===== src/rtl/if_prefetch_queue.sv =====
// Instruction-fetch front end: owns the fetch PC, issues in-order memory requests
// and buffers responses in a first-word-fall-through queue feeding IF/ID.
module if_prefetch_queue #(
  parameter int unsigned DEPTH    = 4,
  parameter logic [31:0] RESET_PC = 32'h0000_0000
) (
  input  logic        clk_i,
  input  logic        rst_i,
  output logic        imem_req_o,
  output logic [31:0] imem_addr_o,
  input  logic        imem_rdy_i,
  input  logic        imem_rvalid_i,
  input  logic [31:0] imem_rdata_i,
  output logic        instr_valid_o,
  output logic [31:0] instr_o,
  output logic [31:0] pc_plus4_o,
  input  logic        instr_ready_i,
  input  logic        redirect_i,
  input  logic [31:0] redirect_pc_i,
  output logic        err_o
);

  localparam int PW = (DEPTH > 1) ? $clog2(DEPTH) : 1;
  localparam int CW = PW + 1;

  logic [31:0]   fetch_pc;
  logic [31:0]   resp_pc;
  logic [31:0]   q_instr [DEPTH];
  logic [31:0]   q_pc4   [DEPTH];
  logic [PW-1:0] wr_ptr;
  logic [PW-1:0] rd_ptr;
  logic [CW-1:0] count;
  logic [CW-1:0] outst;
  logic [CW-1:0] drop;
  logic          err;

  logic          accept;
  logic          resp_ok;
  logic          push;
  logic          pop;
  logic [CW:0]   occupancy;
  logic [31:0]   redirect_aligned;

  // Buffered plus in-flight instructions may never exceed the queue size,
  // which is what makes an overflow on push impossible.
  assign occupancy        = {1'b0, count} + {1'b0, outst};
  assign imem_req_o       = rst_i && !redirect_i && (occupancy < (CW+1)'(DEPTH));
  assign imem_addr_o      = fetch_pc;
  assign accept           = imem_req_o && imem_rdy_i;
  assign resp_ok          = imem_rvalid_i && (outst != '0);
  assign push             = resp_ok && (drop == '0) && !redirect_i;
  assign pop              = instr_valid_o && instr_ready_i && !redirect_i;
  assign redirect_aligned = {redirect_pc_i[31:2], 2'b00};

  assign instr_valid_o = (count != '0);
  assign instr_o       = instr_valid_o ? q_instr[rd_ptr] : 32'h0;
  assign pc_plus4_o    = instr_valid_o ? q_pc4[rd_ptr]   : 32'h0;
  assign err_o         = err;

  always_ff @(posedge clk_i or negedge rst_i) begin
    if (!rst_i) begin
      fetch_pc <= RESET_PC;
      resp_pc  <= RESET_PC;
      wr_ptr   <= '0;
      rd_ptr   <= '0;
      count    <= '0;
      outst    <= '0;
      drop     <= '0;
      err      <= 1'b0;
    end else begin
      if (imem_rvalid_i && (outst == '0))
        err <= 1'b1;
      if (redirect_i) begin
        // Everything still in flight becomes a response to discard.
        fetch_pc <= redirect_aligned;
        resp_pc  <= redirect_aligned;
        wr_ptr   <= '0;
        rd_ptr   <= '0;
        count    <= '0;
        outst    <= outst - CW'(resp_ok);
        drop     <= outst - CW'(resp_ok);
      end else begin
        if (accept)
          fetch_pc <= fetch_pc + 32'd4;
        outst <= outst + CW'(accept) - CW'(resp_ok);
        if (resp_ok && (drop != '0))
          drop <= drop - CW'(1);
        if (push) begin
          wr_ptr  <= wr_ptr + PW'(1);
          resp_pc <= resp_pc + 32'd4;
        end
        if (pop)
          rd_ptr <= rd_ptr + PW'(1);
        count <= count + CW'(push) - CW'(pop);
      end
    end
  end

  always_ff @(posedge clk_i) begin
    if (push) begin
      q_instr[wr_ptr] <= imem_rdata_i;
      q_pc4[wr_ptr]   <= resp_pc + 32'd4;
    end
  end

endmodule


===== config.mk =====
export PLATFORM = sky130hd
export DESIGN_NAME = if_prefetch_queue
export DESIGN_NICKNAME = d
export VERILOG_FILES = /design/src/rtl/if_prefetch_queue.sv
export SDC_FILE = /design/constraint.sdc
export NUM_CORES = 1
export LEC_CHECK = 0
export BUFFER_PORTS_ARGS = -buffer_cell sky130_fd_sc_hd__clkbuf_2
export CAP_MARGIN = 15
export CORE_ASPECT_RATIO = 0.7
export CORE_MARGIN = 2
export CORE_UTILIZATION = 35
export DETAILED_ROUTE_END_ITERATION = 12
export SETUP_SLACK_MARGIN = 0.02
export SYNTH_ARGS = -nofsm -noshare
export SYNTH_HDL_FRONTEND = slang
export SYNTH_SLANG_ARGS = --single-unit

===== constraint.sdc =====
create_clock -name clk_i -period 7.3 [get_ports clk_i]
set_clock_uncertainty 0.1 [all_clocks]
set_input_delay 0.73 -clock clk_i [delete_from_list [all_inputs] [get_ports clk_i]]
set_output_delay 0.73 -clock clk_i [all_outputs]
set_load 0.01 [all_outputs]

# Word level (Yosys, flattened, before mapping)
# Memories as Yosys holds them, arrays and structs flattened.
# Index checks and enable logic that the tools add are counted.
# W data, S select, Z words.
[totals] register_bits=78 latchBits=0 ram_bits=256 romBits=0 input_bits=70 output_inout_bits=99 memories=2
[mem_list] memory="q_instr" depth=4 width=32 read_ports=1 rd_clocked_by_memory_dff=0 wr=1 line_no="28" text="logic [31:0] q_instr [DEPTH];"
[mem_list] memory="q_pc4" depth=4 width=32 read_ports=1 rd_clocked_by_memory_dff=0 wr=1 line_no="29" text="logic [31:0] q_pc4 [DEPTH];"
[classes] n_addsub=11 n_mul=0 n_div=0 n_lt_le_gt_ge=1 eq_ne=0 n_shift=0 muxes=16 n_bitwise=0 n_reduce_logical=20
[op_table] cell="$mux W32" n=6
[op_table] cell="$add A32 B3 Y32 const B" n=2
[op_table] cell="$mux W3" n=4
[op_table] cell="$logic_and A1 B1 Y1" n=10
[op_table] cell="$reduce_bool A3 Y1" n=3
[op_table] cell="$sub A3 B1 Y3" n=3
[op_table] cell="$mux W2" n=4
[op_table] cell="$reduce_bool A2 Y1" n=4
[op_table] cell="$add A3 B1 Y3" n=2
[op_table] cell="$logic_not A3 Y1" n=2
[op_table] cell="$add A2 B1 Y2 const B" n=2
[op_table] cell="$add A3 B3 Y4" n=1
[op_table] cell="$lt A4 B3 Y1 const B" n=1
[op_table] cell="$sub A3 B1 Y3 const B" n=1
[op_table] cell="$mux W1" n=2
[op_table] cell="$logic_not A1 Y1" n=1

# Logic depth before layout (Yosys ltp)
[logic_depth] ltp_word=7 depth_mapped=14 ltp_nobuf=13

# Least setup slack after synthesis
# OpenSTA, ideal clock, no wires.
[synth_timing] path_kind="in2reg" from="input redirect_i" to="memory q_instr[2][0], enable pin" setup_ps=427 t_arrival_ps=3071 t_required_ps=6773 setup_slack_ps=3702 cell_stages=5 cell_sequence="buf_2 > inv_1 > clkbuf_1 > clkbuf_1 > and3_1"
[synth_between] elab_chain_cells=4
[synth_lines] item="start, declared" line_no="18" text="input logic redirect_i,"
[synth_lines] item="$logic_not A1 Y1" line_no="51" text="assign push = resp_ok && (drop == '0) && !redirect_i;"
[synth_lines] item="$logic_and A1 B1 Y1" line_no="51"
[synth_lines] item="$mux W1" line_no="100" text="if (push) begin"
[synth_lines] item="$mux W1 (not written as such)" line_no="101" text="q_instr[wr_ptr] <= imem_rdata_i;"
[synth_lines] item="end, declared" line_no="28"
# Every way passes these cells.

# Worst setup path in the final report
[layout_timing] from="register outst[2]" to="register outst[2]"
[layout_between] elab_chain_cells=7
[layout_lines] item="start, declared" line_no="33" text="logic [CW-1:0] outst;"
[layout_lines] item="start signal, assigned" line_no="80" text="outst <= outst - CW'(resp_ok);"
[layout_lines] item="start signal, assigned" line_no="85" text="outst <= outst + CW'(accept) - CW'(resp_ok);"
[layout_lines] item="$add A3 B3 Y4" line_no="46" text="assign occupancy = {1'b0, count} + {1'b0, outst};"
[layout_lines] item="$lt A4 B3 Y1" line_no="47" text="assign imem_req_o = rst_i && !redirect_i && (occupancy < (CW+1)'(DEPTH));"
[layout_lines] item="$logic_and A1 B1 Y1" line_no="47"
[layout_lines] item="$logic_and A1 B1 Y1" line_no="49" text="assign accept = imem_req_o && imem_rdy_i;"
[layout_lines] item="$add A3 B1 Y3" line_no="85"
[layout_lines] item="$sub A3 B1 Y3" line_no="85"
[layout_lines] item="$mux W3 (*)" line_no="73" text="if (redirect_i) begin"
# Every way passes the cells marked *; elsewhere a longest branch is shown, timed or not.
# A chain may end at the register's enable or synchronous reset.

==> impl_summary.txt <==
----------------------------------------------------
[Floorplan]
  Number of standard-cell rows in the floorplan ... 61
  X dimension of the die ... about 240 µm
  Total I/O pin count ... roughly 170
  Die ar. ... between 0.04 and 0.05 mm²
  Core ar. ... about 0.04 mm²
  Die boundary height ... 173 µm
  Initial cell density of the core ... 35.7%

[Yosys]
  Sequential fraction of the synthesis area ... between 60% and 70%
  Post-synthesis area per instance ... about 15 µm²
  Main area contributors after synthesis ... sky130_fd_sc_hd__edfxtp_1 (52%), sky130_fd_sc_hd__dfrtp_1 (13%), sky130_fd_sc_hd__mux4_2 (9.8%)
  Yosys top cell area share ... 52.4%
  Number of synthesis warnings ... 0
  Ys flop type ... sky130_fd_sc_hd__edfxtp_1
  Number of distinct library cell variants in the gate-level netlist after synthesis ... 58
  Post-synth top cells ... sky130_fd_sc_hd__edfxtp_1 (248), sky130_fd_sc_hd__dfrtp_1 (74), sky130_fd_sc_hd__and2_1 (69), sky130_fd_sc_hd__nand2_1 (64), sky130_fd_sc_hd__mux4_2 (62)
  Cells after Synth ... 930
  Post-synthesis cell type with the largest combined area ... sky130_fd_sc_hd__edfxtp_1
  EDFF count, synth ... 248
  Leading cell type by number of instances after synthesis ... sky130_fd_sc_hd__edfxtp_1
  Synthesis-stage register bit count ... 322
  Cell area after synthesis ... 0.0142 mm²
  Proportion of register bits with asynchronous set or reset after synthesis ... ~23%

[Run status]
  Outcome ... completed

[Pwr]
  Worst VDD drop ... ~0.00016 V
  Static Leak ... between 5 and 6 nW
  PwrDens ... roughly 320 mW/mm²

[STA]
  Peak Freq ... 0.244 GHz
  Smallest hold slack ... between 0.3 and 0.4 ns
  Worst-margin pin slew ... between 1 and 1.5 ns
  Setup repair after global routing missed its margin ... false
  Setup TNS ... 0 ns
  Relative slew slack ... a little under 30%
  Number of failing hold endpoints at the final stage ... 0
  Post-route fraction of the period consumed by the critical path ... between 50% and 60%
  Number of max-slew violations in the final report ... 0
  Final Setup Violations ... 0
  Final Critical Period ... 4.09 ns

[Worst setup path]
  CP max FO ... 23
  Data required time at the worst endpoint ... 7.65 ns
  Setup Crit Path Kind ... flip-flop to flip-flop
  Startpoint type of the worst setup path ... flip-flop
  Endpoint type of the worst setup path ... flip-flop
  CP Data Arrival Time ... 4.44 ns

[Global routing]
  GR Util met2 ... a little over a fifth
  Number of antenna violations at the first check in global routing ... 0
  Global routing usage summed across all routing layers ... ~15%
  Vias in the first global route ... ~8.4k
  Largest net degree at the start of global routing ... 75
  Wire length of the first global-routing pass ... about 49000 µm
  Met3 Use GR ... under 10%
  Sum of overflow across all layers after global routing ... 0
  Layer carrying the most global-route usage ... met1
  Met1 layer usage reported by global route ... 23.3%

[CTS]
  CTS H-tree depth ... 2
  Cells resized by post-CTS repair ... 0
  Count of buffers added by post-CTS timing repair for setup ... 0
  CTS tree ... yes
  Number of buffers created by CTS ... 34
  Quantity of hold-fixing buffers added after cts ... 0
  Clk Latency, worst-skew pair ... around 0.52 ns
  CTS sink count ... between 300 and 400
  Root Driver ... sky130_fd_sc_hd__clkbuf_16
  Largest buffer count on any clock path ... 3
  Clock edge transition at the registers on the reported setup and hold paths ... ~0.06 ns

[Detailed routing]
  Number of DRC markers after the initial detailed-route iteration ... 502
  Routed wire length per instance ... about 19 µm
  Number of vias after detailed routing ... 8267
  Total detailed-routing wirelength ... 31600 µm
  Antenna Nets Post-Route ... 0
  Number of design rule violations left after detail routing ... 0
  Via density per instance ... about 5
  First-pass DRT Iterations ... 8

[Flow run]
  Max-cap violations ... 0

[Placement]
  Placer congestion estimate ... approximately 0.82
  Final HPWL DP ... ~20000 µm
  Count of input and output buffers ... approximately 160

[Final layout]
  Total inserted antenna cells ... 0
  Total Nets Final ... 1177
  Layout overhead on the synthesized area ... 17.0%
  Fraction of final layout cells sized beyond drive strength 1 ... about 29%

[Min path]
  Hold/Removal Path Class ... input port to flip-flop

----------------------------------------------------
==> worst max-delay path: stages (launching register included) <==
cell and delay [ns]:
sky130_fd_sc_hd__dfrtp_1 0.46, sky130_fd_sc_hd__ha_1 0.26, sky130_fd_sc_hd__nor3b_2 0.23, sky130_fd_sc_hd__and4_1 0.83
sky130_fd_sc_hd__inv_1 0.59, sky130_fd_sc_hd__ha_1 0.45, sky130_fd_sc_hd__inv_1 0.04, sky130_fd_sc_hd__ha_1 0.18
sky130_fd_sc_hd__fa_1 0.38, sky130_fd_sc_hd__xor2_1 0.15, sky130_fd_sc_hd__o21ai_0 0.18, sky130_fd_sc_hd__xor2_1 0.16
==> routing by layer <==
| metal | share of wire (%) | wire length [µm] |
|---|---|---|
| met1 | 50 | 15700 |
| met2 | 43 | 13400 |
| met3 | 6.1 | 1930 |
| met4 | 1.6 | 498 |
| met5 | 0 | 0 |
==> cell type report <==
class	instances	area, µm²
inverters	25	93.8
well taps	535	669
multi-input cells	534	4580
clock buffers	44	888
flip-flops and latches	322	9300
fillers	3699	23200
clock inverters	17	203
repair buffers	172	888
==> report_power, final <==
part           leakage [nW]  internal (mW)  switching, mW
sequential             3.13           2.11          0.149
clock                 0.533           1.01          0.704
combinational          2.33          0.588          0.712
total                  5.99           3.70           1.56
==> layout by cell type, fill, tap and decap left out, types with 3 or more instances in the layout <==
cell | synthesis | routed
sky130_fd_sc_hd__o21ai_1 | 8 | 8
sky130_fd_sc_hd__inv_1 | 25 | 25
sky130_fd_sc_hd__a21boi_0 | 4 | 4
sky130_fd_sc_hd__nor3_1 | 8 | 8
sky130_fd_sc_hd__clkinv_1 | 0 | 4
sky130_fd_sc_hd__conb_1 | 1 | 4
sky130_fd_sc_hd__nand4_4 | 3 | 3
sky130_fd_sc_hd__nor3_4 | 3 | 3
sky130_fd_sc_hd__and4_1 | 6 | 6
sky130_fd_sc_hd__a21oi_1 | 4 | 4
sky130_fd_sc_hd__o21ai_0 | 33 | 33
sky130_fd_sc_hd__buf_4 | 9 | 11
sky130_fd_sc_hd__dfrtp_1 | 74 | 72
sky130_fd_sc_hd__bufinv_16 | 0 | 4
sky130_fd_sc_hd__nand2_1 | 64 | 64
sky130_fd_sc_hd__clkbuf_1 | 25 | 10
sky130_fd_sc_hd__mux2_2 | 8 | 8
sky130_fd_sc_hd__nand4_1 | 22 | 22
sky130_fd_sc_hd__nand3_1 | 36 | 36
sky130_fd_sc_hd__xnor2_1 | 37 | 37
sky130_fd_sc_hd__o211ai_1 | 9 | 9
sky130_fd_sc_hd__xor2_1 | 36 | 36
sky130_fd_sc_hd__mux4_2 | 62 | 62
sky130_fd_sc_hd__clkinv_2 | 0 | 5
sky130_fd_sc_hd__o311ai_0 | 7 | 7
sky130_fd_sc_hd__clkbuf_2 | 1 | 161
sky130_fd_sc_hd__ha_1 | 16 | 16
sky130_fd_sc_hd__clkbuf_16 | 0 | 34
sky130_fd_sc_hd__nor4_2 | 4 | 4
sky130_fd_sc_hd__and2_1 | 69 | 69
sky130_fd_sc_hd__nor2_1 | 35 | 35
sky130_fd_sc_hd__a31oi_1 | 7 | 7
sky130_fd_sc_hd__edfxtp_1 | 248 | 248
sky130_fd_sc_hd__and3_1 | 10 | 6
sky130_fd_sc_hd__nand2b_1 | 6 | 6
sky130_fd_sc_hd__and3_2 | 0 | 4
==> stage by stage <==
stage / power (mW) / worst slack (ns) / instances / util, % / instance area (µm²)
6_report: 5.27 / 3.21 / 1649 / 41.7 / 16600
5_1_grt: 5.57 / 2.94 / 1649 / 41.7 / 16600
4_1_cts: 5.37 / 3.23 / 1649 / 41.7 / 16600
3_5_place_dp: 3.64 / 3.11 / 1588 / 39.0 / 15500
3_3_place_gp: 3.63 / 3.09 / 1588 / 39.0 / 15500
2_1_floorplan: 3.12 / 3.70 / 933 / - / 14200
==> state kept, by name, indices dropped and copies added, names as in the netlist <==
register     count
outst            3
imem_addr_o     30
q_instr        128
resp_pc         30
count            3
rd_ptr           2
wr_ptr           2
err_o            1
q_pc4          120
drop             3
==> path summary, 6_finish.rpt <==
check	start	endpoint	slack, ns	cells past startpoint
min reg2reg	err_o$_DFFE_PN0P_	err_o$_DFFE_PN0P_	0.36	1
min	imem_rdata_i[13]	q_instr[2][13]$_DFFE_PP_	0.32	1
max	outst[2]$_DFF_PN0_	outst[2]$_DFF_PN0_	3.21	11
min in group asynchronous	rst_i	outst[0]$_DFF_PN0_	0.35	2
max in group asynchronous	rst_i	rd_ptr[0]$_DFFE_PN0P_	6.02	2
max reg2reg	outst[2]$_DFF_PN0_	outst[2]$_DFF_PN0_	3.21	11
==> kinds of logic after synthesis <==
kind of cell | after synthesis | synth area share, %
other cells | 1 | 0.0264
xor+xnor | 73 | 4.50
mux | 72 | 10.6
compound gates | 83 | 3.69
buf+inv | 77 | 2.47
flops | 322 | 65.4
fa+ha+maj | 18 | 1.69
simple gates | 284 | 11.6
Note: power is estimated with default switching activity, not from simulation.
